$ cat src/rtl/pipe_stage_skid_pkg.sv
// Shared types and reset/exception PCs for the elastic pipeline stage.
package pipe_stage_skid_pkg;

  typedef enum logic [1:0] {
    EMPTY = 2'd0,
    ONE   = 2'd1,
    TWO   = 2'd2
  } pipe_state_e;

  localparam int          PC_W         = 32;
  localparam logic [31:0] RESET_PC_DEF = 32'h0000_3000;
  localparam logic [31:0] EXC_PC_DEF   = 32'h0000_4180;

endpackage

$ cat src/rtl/pipe_stage_skid_if.sv
// Valid/ready handshake bundle: upstream (in_*) and downstream (out_*) sides of one stage.
interface pipe_stage_skid_if #(
  parameter int DATA_W = 96
);
  logic              in_valid;
  logic              in_ready;
  logic [DATA_W-1:0] in_data;
  logic              out_valid;
  logic              out_ready;
  logic [DATA_W-1:0] out_data;

  modport master (
    output in_valid, in_data, out_ready,
    input  in_ready, out_valid, out_data
  );

  modport slave (
    input  in_valid, in_data, out_ready,
    output in_ready, out_valid, out_data
  );
endinterface

$ cat src/rtl/pipe_stage_skid_sat_cnt.sv
// Saturating event counter used by the stage statistics (only built with PIPE_STAGE_STATS_EN).
module pipe_sat_cnt #(
  parameter int WIDTH = 32
) (
  input  logic             clk,
  input  logic             clr,
  input  logic             inc,
  output logic [WIDTH-1:0] cnt
);

  logic [WIDTH-1:0] cnt_q;
  logic [WIDTH-1:0] cnt_d;

  always_comb begin
    cnt_d = cnt_q;
    if (inc && (cnt_q != {WIDTH{1'b1}})) begin
      cnt_d = cnt_q + 1'b1;
    end
  end

  always_ff @(posedge clk) begin
    if (clr) begin
      cnt_q <= '0;
    end else begin
      cnt_q <= cnt_d;
    end
  end

  assign cnt = cnt_q;

endmodule

$ cat src/rtl/pipe_stage_skid.sv
// Elastic pipeline stage with 2-entry skid buffer and registered in_ready; flush loads a PC bubble.
// Optional statistics counters are built when PIPE_STAGE_STATS_EN is defined.
//
// state | meaning
// EMPTY | no payload held, out_data is the bubble
// ONE   | main slot valid, skid slot free
// TWO   | main and skid slots valid, upstream stalled
module pipe_stage_skid
  import pipe_stage_skid_pkg::*;
#(
  parameter int          DATA_W   = 96,
  parameter int          PC_LSB   = 0,
  parameter logic [31:0] RESET_PC = RESET_PC_DEF,
  parameter logic [31:0] EXC_PC   = EXC_PC_DEF
) (
  input  logic               clk,
  input  logic               reset,
  input  logic               clk_en,
  input  logic               Req,
  pipe_stage_skid_if.slave   bus
`ifdef PIPE_STAGE_STATS_EN
  ,
  output logic [31:0]        stall_cnt,
  output logic [31:0]        bubble_cnt,
  output logic [31:0]        flush_cnt
`endif
);

  function automatic logic [DATA_W-1:0] make_bubble(input logic [PC_W-1:0] pc);
    logic [DATA_W-1:0] b;
    b = '0;
    b[PC_LSB +: PC_W] = pc;
    return b;
  endfunction

  pipe_state_e       state_q, state_d;
  logic [DATA_W-1:0] main_q, main_d;
  logic [DATA_W-1:0] skid_q, skid_d;
  logic              in_ready_q, in_ready_d;
  logic              out_valid_q, out_valid_d;
  logic [PC_W-1:0]   bubble_pc_q, bubble_pc_d;
  logic              acc, pop;

  assign acc = bus.in_valid & in_ready_q & clk_en;
  assign pop = out_valid_q & bus.out_ready & clk_en;

  always_comb begin
    state_d     = state_q;
    main_d      = main_q;
    skid_d      = skid_q;
    bubble_pc_d = bubble_pc_q;

    if (Req) begin
      state_d     = EMPTY;
      main_d      = make_bubble(EXC_PC);
      skid_d      = '0;
      bubble_pc_d = EXC_PC;
    end else if (clk_en) begin
      unique case (state_q)
        EMPTY: begin
          if (acc) begin
            state_d = ONE;
            main_d  = bus.in_data;
          end
        end
        ONE: begin
          if (acc && pop) begin
            main_d = bus.in_data;
          end else if (acc) begin
            state_d = TWO;
            skid_d  = bus.in_data;
          end else if (pop) begin
            state_d = EMPTY;
            main_d  = make_bubble(bubble_pc_q);
          end
        end
        TWO: begin
          if (pop) begin
            state_d = ONE;
            main_d  = skid_q;
            skid_d  = '0;
          end
        end
        default: begin
          state_d = EMPTY;
          main_d  = make_bubble(bubble_pc_q);
          skid_d  = '0;
        end
      endcase
    end

    // Port flags are re-derived from the next state so they can be flops.
    in_ready_d  = (state_d != TWO);
    out_valid_d = (state_d != EMPTY);
  end

  always_ff @(posedge clk) begin
    if (reset) begin
      state_q     <= EMPTY;
      main_q      <= make_bubble(RESET_PC);
      skid_q      <= '0;
      in_ready_q  <= 1'b1;
      out_valid_q <= 1'b0;
    end else begin
      state_q     <= state_d;
      main_q      <= main_d;
      skid_q      <= skid_d;
      in_ready_q  <= in_ready_d;
      out_valid_q <= out_valid_d;
    end
  end

  always_ff @(posedge clk) begin
    if (reset) begin
      bubble_pc_q <= RESET_PC;
    end else begin
      bubble_pc_q <= bubble_pc_d;
    end
  end

  assign bus.in_ready  = in_ready_q;
  assign bus.out_valid = out_valid_q;
  assign bus.out_data  = main_q;

`ifdef PIPE_STAGE_STATS_EN
  logic stall_inc, bubble_inc;

  assign stall_inc  = out_valid_q & ~bus.out_ready & clk_en;
  assign bubble_inc = ~out_valid_q & clk_en;

  pipe_sat_cnt #(.WIDTH(32)) u_stall_cnt (
    .clk (clk),
    .clr (reset),
    .inc (stall_inc),
    .cnt (stall_cnt)
  );

  pipe_sat_cnt #(.WIDTH(32)) u_bubble_cnt (
    .clk (clk),
    .clr (reset),
    .inc (bubble_inc),
    .cnt (bubble_cnt)
  );

  pipe_sat_cnt #(.WIDTH(32)) u_flush_cnt (
    .clk (clk),
    .clr (reset),
    .inc (Req),
    .cnt (flush_cnt)
  );
`endif

endmodule

$ cat src/flat_wrapper.sv
// flat-port wrapper written by rule: the top's interface ports become plain ports
module pipe_stage_skid_flat import pipe_stage_skid_pkg::*;
#(
  parameter int          DATA_W   = 96,
  parameter int          PC_LSB   = 0,
  parameter logic [31:0] RESET_PC = RESET_PC_DEF,
  parameter logic [31:0] EXC_PC   = EXC_PC_DEF
)
  (clk, reset, clk_en, Req, bus_in_valid, bus_in_data, bus_out_ready, bus_in_ready, bus_out_valid, bus_out_data);
  pipe_stage_skid_if #(.DATA_W(DATA_W)) bus_i ();
  input  logic clk;
  input  logic reset;
  input  logic clk_en;
  input  logic Req;
  input wire logic [$bits(bus_i.in_valid)-1:0] bus_in_valid;
  input wire logic [$bits(bus_i.in_data)-1:0] bus_in_data;
  input wire logic [$bits(bus_i.out_ready)-1:0] bus_out_ready;
  output wire logic [$bits(bus_i.in_ready)-1:0] bus_in_ready;
  output wire logic [$bits(bus_i.out_valid)-1:0] bus_out_valid;
  output wire logic [$bits(bus_i.out_data)-1:0] bus_out_data;
  assign bus_i.in_valid = bus_in_valid;
  assign bus_i.in_data = bus_in_data;
  assign bus_i.out_ready = bus_out_ready;
  assign bus_in_ready = bus_i.in_ready;
  assign bus_out_valid = bus_i.out_valid;
  assign bus_out_data = bus_i.out_data;
  pipe_stage_skid #(.DATA_W(DATA_W), .PC_LSB(PC_LSB), .RESET_PC(RESET_PC), .EXC_PC(EXC_PC)) u_core (.clk(clk), .reset(reset), .clk_en(clk_en), .Req(Req), .bus(bus_i));
endmodule
$ cat config.mk
export PLATFORM = sky130hd
export DESIGN_NAME = pipe_stage_skid_flat
export DESIGN_NICKNAME = d
export VERILOG_FILES = /design/src/rtl/pipe_stage_skid_pkg.sv /design/src/rtl/pipe_stage_skid_if.sv /design/src/rtl/pipe_stage_skid_sat_cnt.sv /design/src/rtl/pipe_stage_skid.sv /design/src/flat_wrapper.sv
export SDC_FILE = /design/constraint.sdc
export NUM_CORES = 1
export LEC_CHECK = 0
export CAP_MARGIN = 0
export CORE_MARGIN = 4
export CORE_UTILIZATION = 46
export CTS_BUF_LIST = sky130_fd_sc_hd__clkbuf_16
export CTS_CLUSTER_DIAMETER = 60
export DETAILED_ROUTE_END_ITERATION = 6
export GPL_TIMING_DRIVEN = 1
export HOLD_SLACK_MARGIN = 0.03
export MAX_ROUTING_LAYER = met4
export PLACE_DENSITY = 0.75
export SLEW_MARGIN = 10
export SYNTH_ARGS = -nofsm -noshare
export SYNTH_HDL_FRONTEND = slang
export SYNTH_SLANG_ARGS = --single-unit
$ cat constraint.sdc
create_clock -name clk -period 1.77 [get_ports clk]
set_clock_uncertainty 0.05 [all_clocks]
set_input_delay 0.531 -clock clk [delete_from_list [all_inputs] [get_ports clk]]
set_output_delay 0.531 -clock clk [all_outputs]
set_load 0.02 [all_outputs]
Yosys cells after proc, flatten, opt, wreduce, memory -nomap -nowiden
Index checks and enable logic that the tools add are counted.
{"block": "classes", "addsub": 0, "n_mul": 0, "n_div": 0, "n_lt_le_gt_ge": 0, "eq_ne": 13, "n_shift": 0, "n_mux": 19, "n_bitwise": 5, "reduce_logical": 8}
{"op": "$mux W96", "n": 7}
{"op": "$pmux W96 S3", "n": 2}
{"op": "$mux W15", "n": 2}
{"op": "$reduce_and A5 Y1", "n": 3}
{"op": "$mux W2", "n": 7}
{"op": "$ne A2 B1 Y1 const B", "n": 3}
{"op": "$ne A3 B2 Y1 const B", "n": 2}
{"op": "$pmux W2 S3", "n": 1}
{"op": "$and A1 B1 Y1", "n": 4}
{"op": "$ne A2 B2 Y1 const B", "n": 2}
{"op": "$ne A4 B2 Y1 const B", "n": 1}
{"op": "$ne A4 B4 Y1 const B", "n": 1}
{"op": "$reduce_bool A2 Y1", "n": 2}
{"op": "$ne A3 B1 Y1 const B", "n": 1}
{"op": "$ne A3 B3 Y1 const B", "n": 1}
{"op": "$eq A2 B1 Y1 const B", "n": 1}
{"op": "$eq A2 B2 Y1 const B", "n": 1}
{"op": "$logic_not A2 Y1", "n": 1}
{"op": "$reduce_or A2 Y1", "n": 1}
{"op": "$logic_and A1 B1 Y1", "n": 1}
{"op": "$not A1 Y1", "n": 1}
{"block": "totals", "reg_bits": 201, "latch_bits": 0, "mem_bits_rw": 0, "mem_bits_ro": 0, "in_bits": 102, "output_inout_bits": 98, "wordCells": 52, "mem_count": 0}

Longest topological paths before layout
{"block": "depth", "ltp_word": 9, "mapped_depth": 7, "mapped_depth_nobuf": 4}

Worst setup path before layout
OpenSTA, ideal clock, no wires.
{"block": "synth_path", "path_type": "input-to-reg", "start": "input bus_out_ready", "end": "register u_core.main_q[37] (netlist: u_core.bus.out_data[37])", "arrival_time_ns": 1.563, "required_ns": 1.603, "slack_ns": 0.040, "stages": 6, "n_path_buf": 2, "cell_sequence": "and2_1 o211ai_4 and2_4 buf_12 buf_12 a22o_1"}
{"block": "synth_via", "elab_chain_len": 5, "elab_cells_between_ends": 9}
{"element": "from (decl)", "line_no": "flat_wrapper.sv:17", "text": "input wire logic [$bits(bus_i.out_ready)-1:0] bus_out_ready;"}
{"element": "$and A1 B1 Y1 * (2 in a row)", "line_no": "pipe_stage_skid.sv:45", "text": "assign pop = out_valid_q & bus.out_ready & clk_en;"}
{"element": "$logic_and A1 B1 Y1", "line_no": "pipe_stage_skid.sv:67", "text": "if (acc && pop) begin"}
{"element": "$ne A3 B3 Y1 (no line) (tied with other cells)"}
{"element": "$reduce_and A5 Y1 (no line) or $pmux W96 S3 (tied branches)"}
{"element": "to (signal assigned)", "line_no": "pipe_stage_skid.sv:100", "text": "main_q <= make_bubble(RESET_PC);"}
{"element": "to (signal assigned)", "line_no": "pipe_stage_skid.sv:106", "text": "main_q <= main_d;"}
{"element": "to (decl)", "line_no": "pipe_stage_skid.sv:37", "text": "logic [DATA_W-1:0] main_q, main_d;"}
Every way passes the cells marked *; elsewhere a longest branch is shown, timed or not.
A chain may end at the register's enable or synchronous reset.

Final worst setup path
{"block": "layout_path", "start": "register u_core.main_q[60] (netlist: u_core.bus.out_data[60])", "end": "output bus_out_data[60]"}
{"element": "to (decl)", "line_no": "flat_wrapper.sv:20", "text": "output wire logic [$bits(bus_i.out_data)-1:0] bus_out_data;"}
No word-level cell between the ends.

==> summary.txt <==
Critical path
  – Buf/Inv on CP: 1
  – Slowest stage delay, CP: 370 ps
  – Arrival time at the worst endpoint: 1150 ps
  – CP Capture Type: output pin
  – Stages on worst setup path: 1
  – Required @ worst endpoint: 1190 ps
  – Crit path max fanout: 2
  – CP Launch Type: flop
  – Top delay family on crit path: flip-flops
  – FF-to-FF path depth: 7
  – Classification of the worst setup path: flop to output pin
  – Crit path cell chain: dlygate4sd2_1
  – Crit-path slowest cell: dfxtp_1

Placement
  – Port buffer count: 199
  – Post-Place Cells: 1,362
  – Pre-CTS setup slack: -492.0 ps
  – GPL Wtd Cong: 0.8401
  – HPWL after DPL: 16,240 µm

Timing
  – Final Hold Fails: 0
  – Worst Setup Slack, final: 39.30 ps
  – # setup viols final: 0
  – Final Critical Period: 1731 ps
  – Fin. max-slew vios: 0
  – Max Clock Freq: 577.8 MHz
  – Least-Margin Pin Slew: 381.2 ps
  – Relative slew slack: 74.59%
  – Final period util: 97.78%
  – Hold slack: 410.4 ps
  – RSZ-0062 raised after global routing: no

Yosys
  – Synth cell types: 48
  – Synth Register Bits: 198
  – Synth Area in Adders: 0%
  – Synth cell count leaders: dfxtp_1, nand2_1, mux2i_1
  – Top cells by area, synth: dfxtp_1, mux2i_1, a22o_1
  – Post-synth top area share: 42.89%
  – Top FF cell, synth: dfxtp_1
  – Post-Syn Area: 9241 µm²
  – Most numerous cell in the Yosys netlist: dfxtp_1
  – Multiplexer area fraction after synthesis: 20.74%
  – Cells after Synth: 909
  – Synth Area in Simple Gates: 9.667%
  – Largest family of logic cells by synthesized area: multiplexers
  – Ys Warns: 0
  – Post-synthesis compound-gate area fraction: 19.82%
  – Mean post-synth cell area: 10.17 µm²
  – Post-synthesis async set-or-reset flop share: 0%
  – Largest area contributor in the netlist: dfxtp_1
  – Post-synth EDFFs: 0
  – Proportion of synthesized chip area in sequential cells: 42.89%
  – Syn_nets: 1,011
  – Synth Area in XOR/XNOR: 0.1760%

GRT
  – Largest net degree at the start of global routing: 74
  – GRT Util Overall: 22.13%
  – First-pass GRT wire length: 39,080 µm
  – Vias in the first global route: 7,512
  – Grt ovf: 0
  – Antenna violations before repair: 2

Power
  – Gate power share: 11.3%
  – Power Density: 752.5 nW/µm²
  – Sw frac: 25.16%
  – Max rail drop VDD: 0.6472 mV
  – Switching pwr: 2.362 mW
  – Clock Power Share: 40.3%
  – P_leak: 4.601 nW
  – Power Internal: 7.025 mW
  – Seq pwr share: 48.5%

Flow run
  – Max Cap Viol: 0

Floorplanning
  – Area of the core: 19,590 µm²
  – Die H: 149.7 µm
  – Die width: 149.7 µm
  – Die Footprint: 22,420 µm²
  – IO Pins: 200
  – Initial Utilization: 47.17%
  – # rows: 51

Drt
  – Vias per inst: 5.508
  – Wire length per cell: 17.66 µm
  – Routed Wire Length: 24,740 µm
  – Via count: 7,717
  – Iteration-0 DRC Markers: 356
  – DR pass1 iterations: 5
  – DRC violation count after routing: 0
  – Final ANT Viol Nets: 0

Clock network
  – Later-pin clock latency in the skew report: 420 ps
  – CTS tree: built
  – Clock root buffer: clkbuf_16
  – Num CTS Buffers: 17
  – CTS sink cnt: 198
  – H-Tree Depth: 4
  – Hold_buf cts: 0
  – Reg clk slew, reported paths: 80 ps
  – Clock Path Buffers: 2

Finish
  – Synth-to-layout area growth: 34.99%
  – Final core utilization: 63.68%
  – Nets@finish: 1,223
  – Layout cells sized above 1: 11.64%
  – Fin cells: 1,401

Status
  – Outcome: finished, final reports clean

Worst hold path
  – Hold path cells: 2
  – Hold WC Path Type: flop to flop
## per-stage QoR
stage          area (µm²)  power (mW)  TNS, ps
2_1_floorplan        9241       5.179        0
3_5_place_dp        11880       5.746   -84900
4_1_cts             12330       9.467        0
5_1_grt             12470       9.765        0
3_3_place_gp        11880       5.735   -77520
6_report            12470       9.387        0
## worst reg2reg max path, stage by stage (launching register included)
cell and delay (ps):
dfxtp_1 330, buf_4 140, and2_1 150, a21oi_1 100, nor2_4 210, buf_12 190, buf_12 150, mux2i_2 230
## power by group through the flow
stage | registers (mW) | clock network, mW | logic (mW)
2_1_floorplan | 4.72 | 0 | 0.457
3_3_place_gp | 4.66 | 0 | 1.08
3_5_place_dp | 4.66 | 0 | 1.09
4_1_cts | 4.55 | 3.86 | 1.05
5_1_grt | 4.56 | 4.07 | 1.14
6_report | 4.55 | 3.78 | 1.06
## flip-flops by register name, indices dropped and copies added (netlist names)
signal	count
u_core.state_q	2
u_core.bus.out_valid	1
u_core.bus.in_ready	1
u_core.bus.out_data	96
u_core.bubble_pc_q	2
u_core.skid_q	96
## placed cells by master, fill, tap and decap left out, types with 4 or more instances in the layout
master and count:
nand2_1 195, a22o_1 92, clkinv_4 5, clkdlybuf4s50_1 99, o2bb2ai_1 90, inv_1 4
dlygate4sd2_1 91, buf_4 49, a21oi_1 6, dfxtp_1 196, mux2_1 4, mux2i_1 185
clkdlybuf4s15_1 4, nor2_4 4, buf_12 26, o22ai_1 8, clkbuf_16 21
## layer usage
metal	routed length, µm	GRT usage [%]	vias to the layer above
met4	326	6.084	0
met2	11570	34.75	205
met3	1684	5.300	24
met1	11160	28.73	3732
met5	0	-	-
li1	-	-	3756
## layout make-up
cell class	count	area (µm²)
Clock buffer	17	425.4
Clock inverter	15	146.4
Inverter	3	11.26
Sequential cell	198	3971
Fill cell	1661	7116
Antenna cell	2	5.005
Tap cell	265	331.6
Timing Repair Buffer	280	2895
Multi-Input combinational cell	621	4688
## worst paths after layout
check	to	start	slack [ps]
worst max-delay path	bus_out_data[60]	u_core.bus.out_data[60]	40
worst min-delay path	u_core.skid_q[95]	u_core.skid_q[95]	410
worst max register to register	u_core.skid_q[94]	u_core.bus.in_ready	130
worst min register to register	u_core.skid_q[95]	u_core.skid_q[95]	410
## timing repair
item,4_1_cts,5_1_grt
pin swaps,0,2
endpoints found under the setup margin,139,132
gates resized for setup,102,16
buffers inserted,0,1
gates cloned,0,4
## logic make-up after synthesis
| kind of cell | count (synthesis) |
|---|---|
| multiplexers | 191 |
| AND/OR/NAND/NOR | 216 |
| AO/OA/AOI/OAI | 213 |
| XOR/XNOR | 1 |
| flip-flops | 198 |
| buffers and inverters | 90 |
No activity file was read; power rests on OpenSTA's default activity.
